**config.mk**
```make
export PLATFORM = sky130hd
export DESIGN_NAME = f_bpred_flat
export DESIGN_NICKNAME = d
export VERILOG_FILES = /design/src/rtl/bpred_pkg.sv /design/src/rtl/f_bpred_if.sv /design/src/rtl/bpred_sat2.sv /design/src/rtl/f_bpred.sv /design/src/flat_wrapper.sv
export SDC_FILE = /design/constraint.sdc
export NUM_CORES = 2
export LEC_CHECK = 0
export BUFFER_PORTS_ARGS = -buffer_cell sky130_fd_sc_hd__clkbuf_2
export CAP_MARGIN = 5
export CELL_PAD_IN_SITES_DETAIL_PLACEMENT = 1
export CELL_PAD_IN_SITES_GLOBAL_PLACEMENT = 2
export CORE_ASPECT_RATIO = 0.7
export CORE_UTILIZATION = 44
export DETAILED_ROUTE_END_ITERATION = 16
export PLACE_DENSITY = 0.85
export SETUP_SLACK_MARGIN = 0.15
export SLEW_MARGIN = 10
export SYNTH_ARGS = -nofsm -noshare
export SYNTH_HDL_FRONTEND = slang
export SYNTH_HIERARCHICAL = 1
export SYNTH_SLANG_ARGS = --single-unit
```
**constraint.sdc**
```tcl
create_clock -name clk -period 5.4 [get_ports clk]
set_clock_uncertainty 0.05 [all_clocks]
set_input_delay 0.54 -clock clk [delete_from_list [all_inputs] [get_ports clk]]
set_output_delay 0.54 -clock clk [all_outputs]
set_load 0.1 [all_outputs]
```
**src/rtl/bpred_pkg.sv**
```systemverilog
// Shared definitions for the fetch-stage branch predictor: jump codes,
// 2-bit counter states, table entry layout and the PC increment helper.
package bpred_pkg;

   localparam logic [1:0] JC_NONE = 2'b00;
   localparam logic [1:0] JC_BR   = 2'b01;
   localparam logic [1:0] JC_JAL  = 2'b10;
   localparam logic [1:0] JC_JALR = 2'b11;

   localparam logic [1:0] CTR_SNT = 2'b00;
   localparam logic [1:0] CTR_WNT = 2'b01;
   localparam logic [1:0] CTR_WT  = 2'b10;
   localparam logic [1:0] CTR_ST  = 2'b11;

   // Tag field sized for the smallest table; narrower tags are zero-extended.
   localparam int TAG_MAX_W = 30;

   typedef struct packed {
      logic                 valid;
      logic [TAG_MAX_W-1:0] tag;
      logic [31:0]          target;
      logic [1:0]           ctr;
   } bpred_entry_t;

   localparam bpred_entry_t ENTRY_RST = '{valid: 1'b0, tag: '0, target: '0, ctr: CTR_WNT};

   function automatic logic [31:0] pc_plus4(input logic [31:0] pc);
      return pc + 32'd4;
   endfunction

endpackage

```
**src/rtl/f_bpred_if.sv**
```systemverilog
// Fetch lookup and execute-stage resolution signals of the branch predictor.
interface f_bpred_if;
   logic [31:0] f_pc;
   logic [31:0] pred_pc;
   logic        pred_taken;
   logic        upd_valid;
   logic [31:0] upd_pc;
   logic [1:0]  upd_jump_code;
   logic        upd_taken;
   logic [31:0] upd_target;
   logic        upd_mispredict;

   modport master (
      output f_pc, upd_valid, upd_pc, upd_jump_code, upd_taken, upd_target, upd_mispredict,
      input  pred_pc, pred_taken
   );

   modport slave (
      input  f_pc, upd_valid, upd_pc, upd_jump_code, upd_taken, upd_target, upd_mispredict,
      output pred_pc, pred_taken
   );
endinterface

```
**src/rtl/bpred_sat2.sv**
```systemverilog
// Next state of a 2-bit saturating direction counter.
module bpred_sat2
   import bpred_pkg::*;
(
   input  logic [1:0] ctr_i,
   input  logic       taken_i,
   output logic [1:0] ctr_next_o
);

   always_comb begin
      ctr_next_o = ctr_i;
      if (taken_i) begin
         if (ctr_i != CTR_ST) ctr_next_o = ctr_i + 2'd1;
      end else begin
         if (ctr_i != CTR_SNT) ctr_next_o = ctr_i - 2'd1;
      end
   end

endmodule

```
**src/rtl/f_bpred.sv**
```systemverilog
// Direct-mapped BTB with 2-bit counters; combinational lookup, trained at the clock edge.
// Optional BPRED_STATS_EN adds branch / mispredict counters.
module f_bpred
   import bpred_pkg::*;
#(
   parameter int IDX_W = 4,
   parameter int TAG_W = 30 - IDX_W
)(
   input  logic        clk,
   input  logic        rst_n,
   f_bpred_if.slave    bus
`ifdef BPRED_STATS_EN
   ,
   output logic [31:0] stat_branches,
   output logic [31:0] stat_miss
`endif
);

   localparam int ENTRIES = 1 << IDX_W;

   bpred_entry_t [ENTRIES-1:0] table_rd;

   logic [IDX_W-1:0] f_idx;
   logic [TAG_W-1:0] f_tag;
   bpred_entry_t     f_ent;
   logic             f_hit;

   assign f_idx = bus.f_pc[IDX_W+1:2];
   assign f_tag = bus.f_pc[31:IDX_W+2];
   assign f_ent = table_rd[f_idx];
   assign f_hit = f_ent.valid && (f_ent.tag == TAG_MAX_W'(f_tag));

   assign bus.pred_taken = f_hit & f_ent.ctr[1];
   assign bus.pred_pc    = bus.pred_taken ? f_ent.target : pc_plus4(bus.f_pc);

   logic [IDX_W-1:0] u_idx;
   logic [TAG_W-1:0] u_tag;
   bpred_entry_t     u_ent;
   logic             u_hit;
   logic [1:0]       u_ctr_next;
   logic             wr_en;
   bpred_entry_t     wr_ent;

   assign u_idx = bus.upd_pc[IDX_W+1:2];
   assign u_tag = bus.upd_pc[31:IDX_W+2];
   assign u_ent = table_rd[u_idx];
   assign u_hit = u_ent.valid && (u_ent.tag == TAG_MAX_W'(u_tag));

   bpred_sat2 u_sat2 (
      .ctr_i      (u_ent.ctr),
      .taken_i    (bus.upd_taken),
      .ctr_next_o (u_ctr_next)
   );

   always_comb begin
      wr_en  = 1'b0;
      wr_ent = u_ent;
      if (bus.upd_valid) begin
         case (bus.upd_jump_code)
            JC_JAL, JC_JALR: begin
               wr_en  = 1'b1;
               wr_ent = '{valid: 1'b1, tag: TAG_MAX_W'(u_tag), target: bus.upd_target, ctr: CTR_ST};
            end
            JC_BR: begin
               if (u_hit) begin
                  wr_en      = 1'b1;
                  wr_ent.ctr = u_ctr_next;
                  if (bus.upd_taken) wr_ent.target = bus.upd_target;
               end else if (bus.upd_taken) begin
                  // Taken miss steals the slot from whatever alias lives there.
                  wr_en  = 1'b1;
                  wr_ent = '{valid: 1'b1, tag: TAG_MAX_W'(u_tag), target: bus.upd_target, ctr: CTR_WT};
               end
            end
            default: begin
               if (u_hit) begin
                  wr_en        = 1'b1;
                  wr_ent.valid = 1'b0;
               end
            end
         endcase
      end
   end

   for (genvar gi = 0; gi < ENTRIES; gi++) begin : g_entry
      bpred_entry_t ent_q;

      always_ff @(posedge clk or negedge rst_n) begin
         if (!rst_n)
            ent_q <= ENTRY_RST;
         else if (wr_en && (u_idx == IDX_W'(gi)))
            ent_q <= wr_ent;
      end

      assign table_rd[gi] = ent_q;
   end

`ifdef BPRED_STATS_EN
   logic [31:0] stat_branches_q;
   logic [31:0] stat_miss_q;

   always_ff @(posedge clk or negedge rst_n) begin
      if (!rst_n) begin
         stat_branches_q <= '0;
         stat_miss_q     <= '0;
      end else begin
         if (bus.upd_valid && (bus.upd_jump_code != JC_NONE))
            stat_branches_q <= stat_branches_q + 32'd1;
         if (bus.upd_valid && bus.upd_mispredict)
            stat_miss_q <= stat_miss_q + 32'd1;
      end
   end

   assign stat_branches = stat_branches_q;
   assign stat_miss     = stat_miss_q;

   logic unused_bits;
   assign unused_bits = ^bus.upd_pc[1:0];
`else
   logic unused_bits;
   assign unused_bits = ^{bus.upd_pc[1:0], bus.upd_mispredict};
`endif

endmodule

```
**src/flat_wrapper.sv**
```systemverilog
// flat-port wrapper written by rule: the top's interface ports become plain ports
module f_bpred_flat import bpred_pkg::*;
#(
   parameter int IDX_W = 4,
   parameter int TAG_W = 30 - IDX_W
)
  (clk, rst_n, bus_f_pc, bus_upd_valid, bus_upd_pc, bus_upd_jump_code, bus_upd_taken, bus_upd_target, bus_upd_mispredict, bus_pred_pc, bus_pred_taken);
  f_bpred_if bus_i ();
  input  logic clk;
  input  logic rst_n;
  input wire logic [$bits(bus_i.f_pc)-1:0] bus_f_pc;
  input wire logic [$bits(bus_i.upd_valid)-1:0] bus_upd_valid;
  input wire logic [$bits(bus_i.upd_pc)-1:0] bus_upd_pc;
  input wire logic [$bits(bus_i.upd_jump_code)-1:0] bus_upd_jump_code;
  input wire logic [$bits(bus_i.upd_taken)-1:0] bus_upd_taken;
  input wire logic [$bits(bus_i.upd_target)-1:0] bus_upd_target;
  input wire logic [$bits(bus_i.upd_mispredict)-1:0] bus_upd_mispredict;
  output wire logic [$bits(bus_i.pred_pc)-1:0] bus_pred_pc;
  output wire logic [$bits(bus_i.pred_taken)-1:0] bus_pred_taken;
  assign bus_i.f_pc = bus_f_pc;
  assign bus_i.upd_valid = bus_upd_valid;
  assign bus_i.upd_pc = bus_upd_pc;
  assign bus_i.upd_jump_code = bus_upd_jump_code;
  assign bus_i.upd_taken = bus_upd_taken;
  assign bus_i.upd_target = bus_upd_target;
  assign bus_i.upd_mispredict = bus_upd_mispredict;
  assign bus_pred_pc = bus_i.pred_pc;
  assign bus_pred_taken = bus_i.pred_taken;
  f_bpred #(.IDX_W(IDX_W), .TAG_W(TAG_W)) u_core (.clk(clk), .rst_n(rst_n), .bus(bus_i));
endmodule
```
==> impl_metrics.ini <==
[placement]
dp_hpwl_mm = 124
place_area_mm2 = 0.0600
io_buffers = 132
place_congestion = 0.875

[die]
initial_core_util = 0.445
die_y_um = 299
dieWidth_um = 426
ios = 136
core_mm2 = 0.124
dieArea_mm2 = 0.127
num_rows = 108

[final_layout]
nNetsFinal = 4937
area_growth_pct = 15.0
drive_gt1_frac = 0.248
final_cell_area_mm2 = 0.0637
top_register = u_core/g_entry.ent_q
largest_register_ffs = 1040
register_area_mm2 = 0.0260
multi_input_area_mm2 = 0.0273
nFillCells = 12786
top_regs = u_core/g_entry.ent_q x1040

[run]
drv_cap = 0

[timing]
finalCriticalPeriod_ns = 4.84
final_max_slew_viol_count = 0
tightestPinTransition_ns = 1.05
period_share = 0.897
finalSetupViolCount = 0
setup_tns_ns = 0
hold_violations = 0
slew_headroom = 0.298
max_freq_mhz = 206
rsz0062_at_grt = false

[status]
status = finished clean

[setup_path]
critPathKind = reg2out
required_ns = 4.81
crit_path_end_kind = output pin
worstPathArrival_ns = 4.25
regToRegSetupSlack_ns = 0.96
cp_max_fo = 32
start_kind = register

[yosys]
syn-num-nets = 4888
synth_flop_cell = dfrtp_1
synth.top_cell.area_share = 0.462
postSynthCellCount = 4784
seq_area_frac_synth = 0.470
yosys.area.top_type = dfrtp_1
synth_area_leaders = dfrtp_1 (46%), mux4_2 (22%), o21ai_0 (5.1%), nand2_1 (4.5%), mux2i_1 (4.1%)
ys_types = 79
synth_area_per_cell_um2 = 11.6
yosys_warnings = 6
netlist_area_mm2 = 0.0554
synth_common_cells = dfrtp_1 (1024), nand2_1 (663), o21ai_0 (565)
synth.most_common_cell = dfrtp_1
ys_seq_elements = 1040
synth_edf_count = 0
synth-async-reset-ratio = 1.00

[global_routing]
grtUsageTotal = 0.309
grtUsageMet3 = 0.0604
grt_use_met1 = 0.435
antenna_found_initial = 14
grt-busiest-layer = met2
grtUsageMet2 = 0.479
grt_pass1_vias = 44074
grt_max_degree = 161
overflow = 0
grt_pass1_wl_mm = 294

[clocking]
cts_tree = built
cts_root_buffer = clkbuf_16
clkLatencyLatePin_ns = 0.75
cts_setup_buffers = 0
cts_htree_levels = 3
cts_sinks = 1040
numCtsBuffers = 107
clk_path_buf_depth = 3
clk_pin_slew_ns = 0.06

[pwr]
power.density_mw_per_mm2 = 412
power_switching_mw = 8.53
swShare = 0.325
p_int_mw = 17.7
seq_power_share = 0.429
power.leakage_nw = 27.5
p_comb_frac = 0.268
clock_power_share = 0.303
peakVddDrop_uv = 259

[detailed_routing]
drtPass1Iterations = 5
vias_per_cell = 6.28
vias = 41323
routedWlPerCell_um = 29.3
drcViolationCount = 0
ant_nets = 0
drtIter0Drc = 3820
routed_wl_mm = 193

[worst_hold_path]
min_path_type = in2reg
[worst paths after layout]
path	cells past startpoint	start	endpoint
max in group asynchronous	3	rst_n	u_core/g_entry[11].ent_q[43]
max	9	u_core/g_entry[7].ent_q[38]	bus_pred_pc[31]
min reg2reg	2	u_core/g_entry[15].ent_q[0]	u_core/g_entry[15].ent_q[0]
min	3	bus_upd_target[25]	u_core/g_entry[8].ent_q[27]
max reg2reg	11	u_core/g_entry[8].ent_q[40]	u_core/g_entry[8].ent_q[59]
min in group asynchronous	2	rst_n	u_core/g_entry[1].ent_q[37]
[logic make-up (layout without fill, tap and decap cells)]
kind of cell	after synthesis	count (layout)	synth area share
AO/OA/AOI/OAI	1057	1057	0.102
XOR/XNOR	102	102	0.0161
adder cells (fa/ha/maj)	3	3	0.000632
buffers and inverters	547	682	0.0437
flip-flops	1040	1040	0.470
multiplexers	827	827	0.276
other	0	6	0
AND/OR/NAND/NOR	1208	1208	0.0918
[worst max-delay path, cell delays in order (launching register included)]
cell and delay [ns]:
dfrtp_1 0.42, mux4_2 0.49, mux4_2 0.54, xnor2_1 0.59
nand4_1 0.17, nor3_1 0.26, nand3_2 0.09, buf_4 0.29
mux2_2 0.45, buf_12 0.20
[layout by cell type, fill, tap and decap left out, types with 7 or more instances in the layout]
master         n
a21boi_4       8
a21oi_1      318
a22oi_1       35
and2_1        58
and3_1        12
and4_1         7
buf_12       124
buf_4        158
bufinv_16     12
clkbuf_1      17
clkbuf_16    109
clkbuf_2      90
clkbuf_8      22
clkinv_2      21
clkinvlp_4     8
dfrtp_1     1024
dfstp_2       16
inv_1        105
mux2_2        44
mux2i_1      226
mux2i_4       20
mux4_2       536
nand2_1      662
nand2b_1       7
nand3_1       29
nand4_1       19
nor2_1       337
nor2b_1       19
nor3_1        20
nor4_1        13
o2111ai_1      8
o21ai_0      557
o21ai_1       54
o21ai_4       11
o22ai_1        9
xnor2_1       69
xor2_1        33
[cell type report]
| cell class | count | area share |
|---|---|---|
| multi-input combinational | 3197 | 0.428 |
| sequential | 1040 | 0.409 |
| timing repair buffer | 379 | 0.0662 |
| clock buffer | 148 | 0.0486 |
| tap | 1650 | 0.0324 |
| clock inverter | 47 | 0.00943 |
| inverter | 108 | 0.00640 |
| antenna | 6 | 0.000236 |
[stage by stage]
| stage | utilization | cells | hold WS, ns | total power [mW] | setup slack [ns] |
|---|---|---|---|---|---|
| final | 0.512 | 6575 | 0.189 | 26.2 | 0.556 |
| after global placement | 0.482 | 6373 | 0.404 | 17.8 | 0.363 |
| after detailed placement | 0.482 | 6373 | 0.426 | 18.3 | 0.223 |
| after CTS | 0.512 | 6569 | 0.151 | 26.3 | 0.566 |
| after global routing | 0.512 | 6573 | 0.183 | 27.5 | 0.443 |
| after floorplan | - | 4784 | 0.194 | 15.6 | 0.207 |
[what timing repair did]
action,CTS,global route
endpoints found under the hold margin,92,0
hold buffers,1,0
gates resized for setup,0,0
[per-layer routing]
layer	vias to the layer above	share of wire
li1	17463	-
met1	21987	0.42
met2	1457	0.47
met3	410	0.069
met4	6	0.037
met5	-	0.00021
[power groups by stage]
stage	logic, mW	registers, mW	clock network (mW)
finish	7.02	11.3	7.94
floorplan	4.87	10.8	0
detailed placement	6.93	11.3	0
global placement	6.61	11.2	0
global route	7.60	11.5	8.36
CTS	6.99	11.2	8.06
(Power assumes the default switching activity.)
